<file path="src/rtl/pc_ctrl.sv">
// pc_ctrl: program-counter owner at the execute-stage redirect interface.
// Sequences boot, run, hold and redirect-flush bubbles for the front end.
// Optional build macro PC_MISALIGN_CHK_EN: adds misalign_o and squashes
// misaligned redirect targets to RESET_ADDR.
module pc_ctrl #(
  parameter logic [31:0] RESET_ADDR   = 32'h0000_0000,
  parameter int unsigned FLUSH_CYCLES = 1,
  parameter int unsigned HOLD_MAX     = 16
) (
  input  logic        clk,
  input  logic        rst,
  input  logic        jump_en_i,
  input  logic [31:0] jump_addr_i,
  input  logic        hold_flag_i,
  output logic [31:0] pc_o,
  output logic        fetch_valid_o,
  output logic        flush_o,
  output logic        hold_o,
`ifdef PC_MISALIGN_CHK_EN
  output logic        misalign_o,
`endif
  output logic        hold_timeout_o
);

  localparam int unsigned FCW = 3;
  localparam int unsigned HCW = 8;

  localparam logic [FCW-1:0] FLUSH_RELOAD = FCW'(FLUSH_CYCLES - 1);
  localparam logic [HCW-1:0] HOLD_LIMIT   = HCW'(HOLD_MAX);

  localparam logic [1:0] ST_BOOT  = 2'd0;
  localparam logic [1:0] ST_RUN   = 2'd1;
  localparam logic [1:0] ST_HOLD  = 2'd2;
  localparam logic [1:0] ST_REDIR = 2'd3;

  logic [1:0]     state_q, state_d;
  logic [31:0]    pc_q, pc_d;
  logic [FCW-1:0] flush_cnt_q, flush_cnt_d;
  logic [HCW-1:0] hold_cnt_q, hold_cnt_d;
  logic           hold_timeout_q, hold_timeout_d;
  logic           fetch_valid_q, fetch_valid_d;
  logic           misalign_q, misalign_d;
  logic           redirect;
  logic [31:0]    target;

  // Redirect target selection; misaligned targets fall back to RESET_ADDR when checking is built in
  always_comb begin
    target     = jump_addr_i;
    misalign_d = misalign_q;
`ifdef PC_MISALIGN_CHK_EN
    if (jump_addr_i[1:0] != 2'b00) begin
      target = RESET_ADDR;
      if (redirect) misalign_d = 1'b1;
    end
`endif
  end

  // Next-state, next-pc and combinational flush/hold decode
  always_comb begin
    state_d        = state_q;
    pc_d           = pc_q;
    flush_cnt_d    = flush_cnt_q;
    hold_cnt_d     = hold_cnt_q;
    hold_timeout_d = hold_timeout_q;
    flush_o        = 1'b0;
    hold_o         = 1'b0;
    redirect       = 1'b0;

    case (state_q)
      ST_BOOT: begin
        flush_o = 1'b1;
        state_d = ST_RUN;
      end
      ST_RUN: begin
        if (jump_en_i) begin
          redirect = 1'b1;
        end else if (hold_flag_i) begin
          hold_o     = 1'b1;
          hold_cnt_d = HCW'(1);
          state_d    = ST_HOLD;
        end else begin
          pc_d = pc_q + 32'd4;
        end
      end
      ST_HOLD: begin
        if (jump_en_i) begin
          redirect   = 1'b1;
          hold_cnt_d = '0;
        end else if (hold_flag_i) begin
          hold_o = 1'b1;
          if (hold_cnt_q < HOLD_LIMIT) hold_cnt_d = hold_cnt_q + HCW'(1);
          if ((hold_cnt_q + HCW'(1)) >= HOLD_LIMIT) hold_timeout_d = 1'b1;
        end else begin
          pc_d       = pc_q + 32'd4;
          hold_cnt_d = '0;
          state_d    = ST_RUN;
        end
      end
      ST_REDIR: begin
        flush_o = 1'b1;
        if (jump_en_i) begin
          redirect = 1'b1;
        end else begin
          pc_d        = pc_q + 32'd4;
          flush_cnt_d = flush_cnt_q - FCW'(1);
          if (flush_cnt_q == FCW'(1)) state_d = ST_RUN;
        end
      end
      default: begin
        state_d = ST_BOOT;
      end
    endcase

    // Redirect wins over hold and restarts any flush sequence in progress
    if (redirect) begin
      flush_o = 1'b1;
      hold_o  = 1'b0;
      pc_d    = target;
      if (FLUSH_CYCLES > 32'd1) begin
        flush_cnt_d = FLUSH_RELOAD;
        state_d     = ST_REDIR;
      end else begin
        state_d = ST_RUN;
      end
    end
  end

  // Fetch is valid in every state except boot
  always_comb begin
    fetch_valid_d = (state_d != ST_BOOT);
  end

  // State and output registers with synchronous active-low reset
  always_ff @(posedge clk) begin
    if (!rst) begin
      state_q        <= ST_BOOT;
      pc_q           <= RESET_ADDR;
      flush_cnt_q    <= '0;
      hold_cnt_q     <= '0;
      hold_timeout_q <= 1'b0;
      fetch_valid_q  <= 1'b0;
      misalign_q     <= 1'b0;
    end else begin
      state_q        <= state_d;
      pc_q           <= pc_d;
      flush_cnt_q    <= flush_cnt_d;
      hold_cnt_q     <= hold_cnt_d;
      hold_timeout_q <= hold_timeout_d;
      fetch_valid_q  <= fetch_valid_d;
      misalign_q     <= misalign_d;
    end
  end

  assign pc_o           = pc_q;
  assign fetch_valid_o  = fetch_valid_q;
  assign hold_timeout_o = hold_timeout_q;
`ifdef PC_MISALIGN_CHK_EN
  assign misalign_o     = misalign_q;
`else
  logic unused_misalign;
  assign unused_misalign = misalign_q;
`endif

endmodule

</file>
<file path="config.mk">
export PLATFORM = sky130hd
export DESIGN_NAME = pc_ctrl
export DESIGN_NICKNAME = d
export VERILOG_FILES = /design/src/rtl/pc_ctrl.sv
export SDC_FILE = /design/constraint.sdc
export NUM_CORES = 1
export LEC_CHECK = 0
export CAP_MARGIN = 20
export CORE_MARGIN = 2
export CORE_UTILIZATION = 55
export CTS_BUF_LIST = sky130_fd_sc_hd__clkbuf_4 sky130_fd_sc_hd__clkbuf_8 sky130_fd_sc_hd__clkbuf_16
export DETAILED_ROUTE_END_ITERATION = 10
export DONT_BUFFER_PORTS = 1
export PLACE_DENSITY = 0.75
export RECOVER_POWER = 100
export SLEW_MARGIN = 15
export SYNTH_ARGS = -nofsm -noshare
export SYNTH_HDL_FRONTEND = slang
export SYNTH_SLANG_ARGS = --single-unit
</file>
<file path="constraint.sdc">
create_clock -name clk -period 2.15 [get_ports clk]
set_input_delay 0.3225 -clock clk [delete_from_list [all_inputs] [get_ports clk]]
set_output_delay 0.3225 -clock clk [all_outputs]
set_load 0.005 [all_outputs]
</file>
== Word level (Yosys, flattened, before mapping) ==
Index checks and enable logic that the tools add are counted.
Widths: inputs -> output; s select.
Operators by class
  reductions and logical operators: 11
  equality and inequality tests: 10
  bitwise logic cells: 1
  magnitude comparators: 2
  mux-type cells: 27
  $add $sub $neg: 3
Operators by type and width (number)
  $mux 32: 4
  $pmux 32 s2: 1
  $mux 8: 5
  $add 32x3->32 const B: 1
  $pmux 8 s2: 1
  $mux 2: 7
  $reduce_and 4->1: 3
  $add 8x1->8 const B: 1
  $ge 8x5->1 const B: 1
  $lt 8x5->1 const B: 1
  $mux 1: 8
  $pmux 2 s4: 1
  $ne 3x2->1 const B: 2
  $eq 2x2->1 const B: 2
  $ne 2x2->1 const B: 2
  $ne 4x4->1 const B: 1
  $reduce_bool 2->1: 2
  $reduce_or 2->1: 2
  $eq 3x1->1 const B: 1
  $ne 3x3->1 const B: 1
  $reduce_bool 3->1: 1
  $reduce_or 3->1: 1
  $sub 3x1->3 const B: 1
  $eq 2x1->1 const B: 1
  other kinds (3): 3
Word-level totals
  output and inout bits: 36
  flip-flop bits (word level): 47

== Longest topological paths before layout ==
  depth in word-level cells: 6
  depth in mapped cells: 9
  depth with buffers taken out: 7

== Worst setup path before layout ==
Ideal clock, no wire load.
  path kind: flip-flop to flip-flop
  from: register state_q[0]
  to: register pc_q[25] (netlist: pc_o[25])
  path slack: -73 ps
  period minus slack after synthesis: 2223 ps
  setup time: 74 ps
  data arrival time: 2148 ps
  buffers on the path: 1
  data required time: 2076 ps
  cell stages (with the launch flop): 8
  path through: dfxtp_1 > inv_1 > ha_1 > clkbuf_1 > a21o_2 > or4_4 > or4_1 > a31oi_1
On the way
  word-level cells in the longest chain between the ends: 5
Ends and longest elaborated chain
  start: declaration: RTL line 36  | logic [1:0] state_q, state_d;
  start signal: assignment: RTL line 144  | state_q <= state_d;
  $eq 2x2->1 / $eq 2x1->1 (equally long branches): RTL line 69  | case (state_q)
  $reduce_or 3->1 (no line)
  $mux 1
  $ne 3x3->1 (no line), or another cell as far along
  $reduce_and 4->1 (no line)
  end signal: assignment: RTL line 145  | pc_q <= pc_d;
  end: declaration: RTL line 37  | logic [31:0] pc_q, pc_d;
Several ways; a longest one is shown, not always the timed one.
A chain may end at the register's enable or synchronous reset.

== Worst setup path after layout ==
  from: register state_q[1]
  to: register pc_q[25] (netlist: pc_o[25])
The elaborated chain is that of the path after synthesis.

==> results_dict.tcl <==
set metrics [dict create \
    postCtsHoldBufs 0 \
    path_cells "inv_2 -> ha_4 -> a21o_2 -> or4_4 -> or4_1 -> a31oi_1" \
    rows 25 \
    power_density_nw_per_um2 613 \
    syn_inst 337 \
    worstSetupEndpointType "flop" \
    h-tree-depth 2 \
    grt_setup_unrepaired "no" \
    leakage_uw 0.00102 \
    drive_above_1_share 0.106 \
    critPathLaunchType "flop" \
    dr_wl_met3_um 593 \
    reg2reg_depth 6 \
    cts.clk_slew.worst_paths_ns 0.08 \
    finalSetupViolations 0 \
    ios 72 \
    ys_seq_area_frac 0.358 \
    first_pass_iters 5 \
    vias 2665 \
    postSynthAreaPerCell_sq_um 7.80 \
    slowest_stage "or4_4" \
    synth.area.top_cells "dfxtp_1 (36%), o21ai_0 (7.0%), a21oi_1 (5.9%)" \
    fin_hold_ws_ns 0.152 \
    routed.top_layer "met4" \
    drv_cap 0 \
    slew_headroom 0.685 \
    holdPathStages 2 \
    r2r-start "state_q[1]" \
    synth_top_cell_area_share 0.358 \
    cp.depth 6 \
    yosysWarnings 0 \
    fin_ws_ns 0.0981 \
    vias_per_cell 6.44 \
    yosys_register_bits 47 \
    synthFlopType "dfxtp_1" \
    vdd_drop_max_mv 0.330 \
    hp-start "jump_addr_i[0]" \
    grt_pass1_vias 2428 \
    timing.rr.end "pc_o[25]" \
    cts_buffers 5 \
    final_nets 404 \
    p_comb_frac 0.132 \
    final_common_cell "dfxtp_1" \
    dieArea_sq_um 5350 \
    r2r_slack_ns 0.1 \
    p_seq_frac 0.534 \
    finalSetupTns_ns 0 \
    grt_antenna_before_repair 0 \
    max_freq_mhz 487 \
    track_usage 0.278 \
    avgRoutedWirePerCell_um 17.7 \
    path_delay_family "simple AND/OR/NAND/NOR gates" \
    m1WireLength_mm 3.25 \
    drt_iter0_drc 225 \
    fill_cells 448 \
    overflow 0 \
    status "complete, no violations" \
    finalHoldViolations 0 \
    drcViolationCount 0 \
    synthArstFlopShare 0 \
    min_to "pc_o[0]" \
    io_buffers 0 \
    pre_cts_ws_ns -0.00105 \
    grt_pass1_wl_mm 11.5 \
    hpwlAfterDp_mm 5.34 \
    grt_max_degree 25 \
    slowest_delay_ns 0.52 \
    dr_wl_met2_mm 3.44 \
    skew_ns 0.00691 \
    post-route-util 0.626 \
    clk_latency_ns 0.30 \
    cts_buffer_depth 2 \
    drt_wl_total_mm 7.35 \
    swShare 0.269 \
    antenna_left 0 \
    synth-edff-count 0 \
    timing.final.crit_share 0.954 \
    multi_input_area_sq_um 1590 \
    synth_area_sq_um 2630 \
    p_total_uw 1790 \
    diodes 0 \
    synth_largest_area_cell "dfxtp_1" \
    path_class "reg -> reg" \
    root_buffer "clkbuf_8" \
    place_congestion 0.856 \
    path_max_fanout 4 \
    p_switching_uw 481 \
    p_clk_frac 0.333 \
    cp_num_buf_inv 1 \
    slew_violations 0 \
    cts_tree "yes" \
    synth.distinct_cells 51 \
    fp.coreArea_sq_um 4660 \
    initial_utilization 0.564 \
    area_delta_synth_final_pct 10.9 \
    tightestPinTransition_ns 0.473 \
    clock_sinks 47 \
    crit_arrival_ns 2.28 \
    syn_nets 382 \
    hold_path.class "in -> reg" \
    cp.required_ns 2.38 \
    die_h_um 73.2 \
    regArea_sq_um 946 \
    post-route-min-period_ns 2.05 \
    die_x_um 73.2 \
    final_cell_mix "dfxtp_1 (45), o21ai_0 (37), nand2_1 (33)" \
    intPower_uw 1310 \
]
[cells by family (layout without fill, tap and decap cells)]
| family | after synthesis | in the layout | share of synthesized area |
|---|---|---|---|
| simple gates | 140 | 140 | 0.284 |
| compound gates | 106 | 106 | 0.245 |
| flops | 47 | 47 | 0.358 |
| buf+inv | 27 | 50 | 0.0433 |
| fa+ha+maj | 9 | 9 | 0.0428 |
| xor+xnor | 7 | 7 | 0.0233 |
| mux | 1 | 1 | 0.00381 |
[power by group through the flow]
stage	registers, uW	logic (uW)	clock network, uW
after detailed placement	977	250	0
after CTS	956	251	609
after floorplan	981	161	0
after global routing	963	266	644
after global placement	976	246	0
final	956	237	596
[stage by stage]
step / instances / instance area [sq um]
after floorplan: 337 / 2650
after global placement: 404 / 2870
after detailed placement: 404 / 2870
after CTS: 412 / 2980
after global routing: 414 / 2920
final: 414 / 2920
[worst max-delay path by stage]
| stage | from | to | slack, ns |
|---|---|---|---|
| after floorplan | state_q[0] | pc_o[25] | 0.009 |
| after global placement | state_q[1] | pc_o[25] | 0.08 |
| after detailed placement | state_q[1] | pc_o[25] | -0.001 |
| after CTS | state_q[1] | pc_o[25] | 0.03 |
| after global routing | state_q[1] | pc_o[25] | 0.01 |
| final | state_q[1] | pc_o[25] | 0.1 |
[cell usage after synthesis, types with 2 or more instances]
master and n:
dfxtp_1 47, o41ai_1 2, o221a_2 2, and3_1 11, o31ai_1 2, clkbuf_1 14, a311oi_1 3, nor2_1 21
buf_2 4, a211oi_1 8, xor2_1 2, nor4b_1 2, nand4_1 6, and4_1 3, nand2_1 33, o221ai_1 2
ha_1 9, nor2b_1 4, o211ai_1 2, inv_1 8, a31oi_1 6, xnor2_1 5, a22oi_1 2, nand3_1 17
nor3_1 18, or3_1 3, o21ai_0 37, nand2b_1 2, nor4_1 8, nand3b_1 3, a21oi_1 31
[repair_timing]
item                                   in CTS  in global routing
setup endpoints to repair                   1                  1
pin swaps                                   0                  1
buffers inserted                            0                  2
resized for setup                           2                  1
endpoints found under the hold margin       0                  0
[sequential cells by signal (all words and copies together), names as in the netlist]
| name | cells |
|---|---|
| flush_cnt_q | 3 |
| fetch_valid_o | 1 |
| hold_timeout_o | 1 |
| hold_cnt_q | 8 |
| pc_o | 32 |
| state_q | 2 |
[metal layers]
metal,GRT usage,vias up
met2,0.429,106
met4,0.0905,0
met3,0.0884,5
met5,0,-
li1,-,1301
met1,0.368,1253
[cell type report]
type                       instances  area share
sequential                        47       0.324
clock buffer                       8      0.0356
inverter                           8      0.0103
timing repair buffer              34      0.0626
multi-input combinational        263       0.544
tap                               54      0.0232
(Power assumes the default switching activity.)
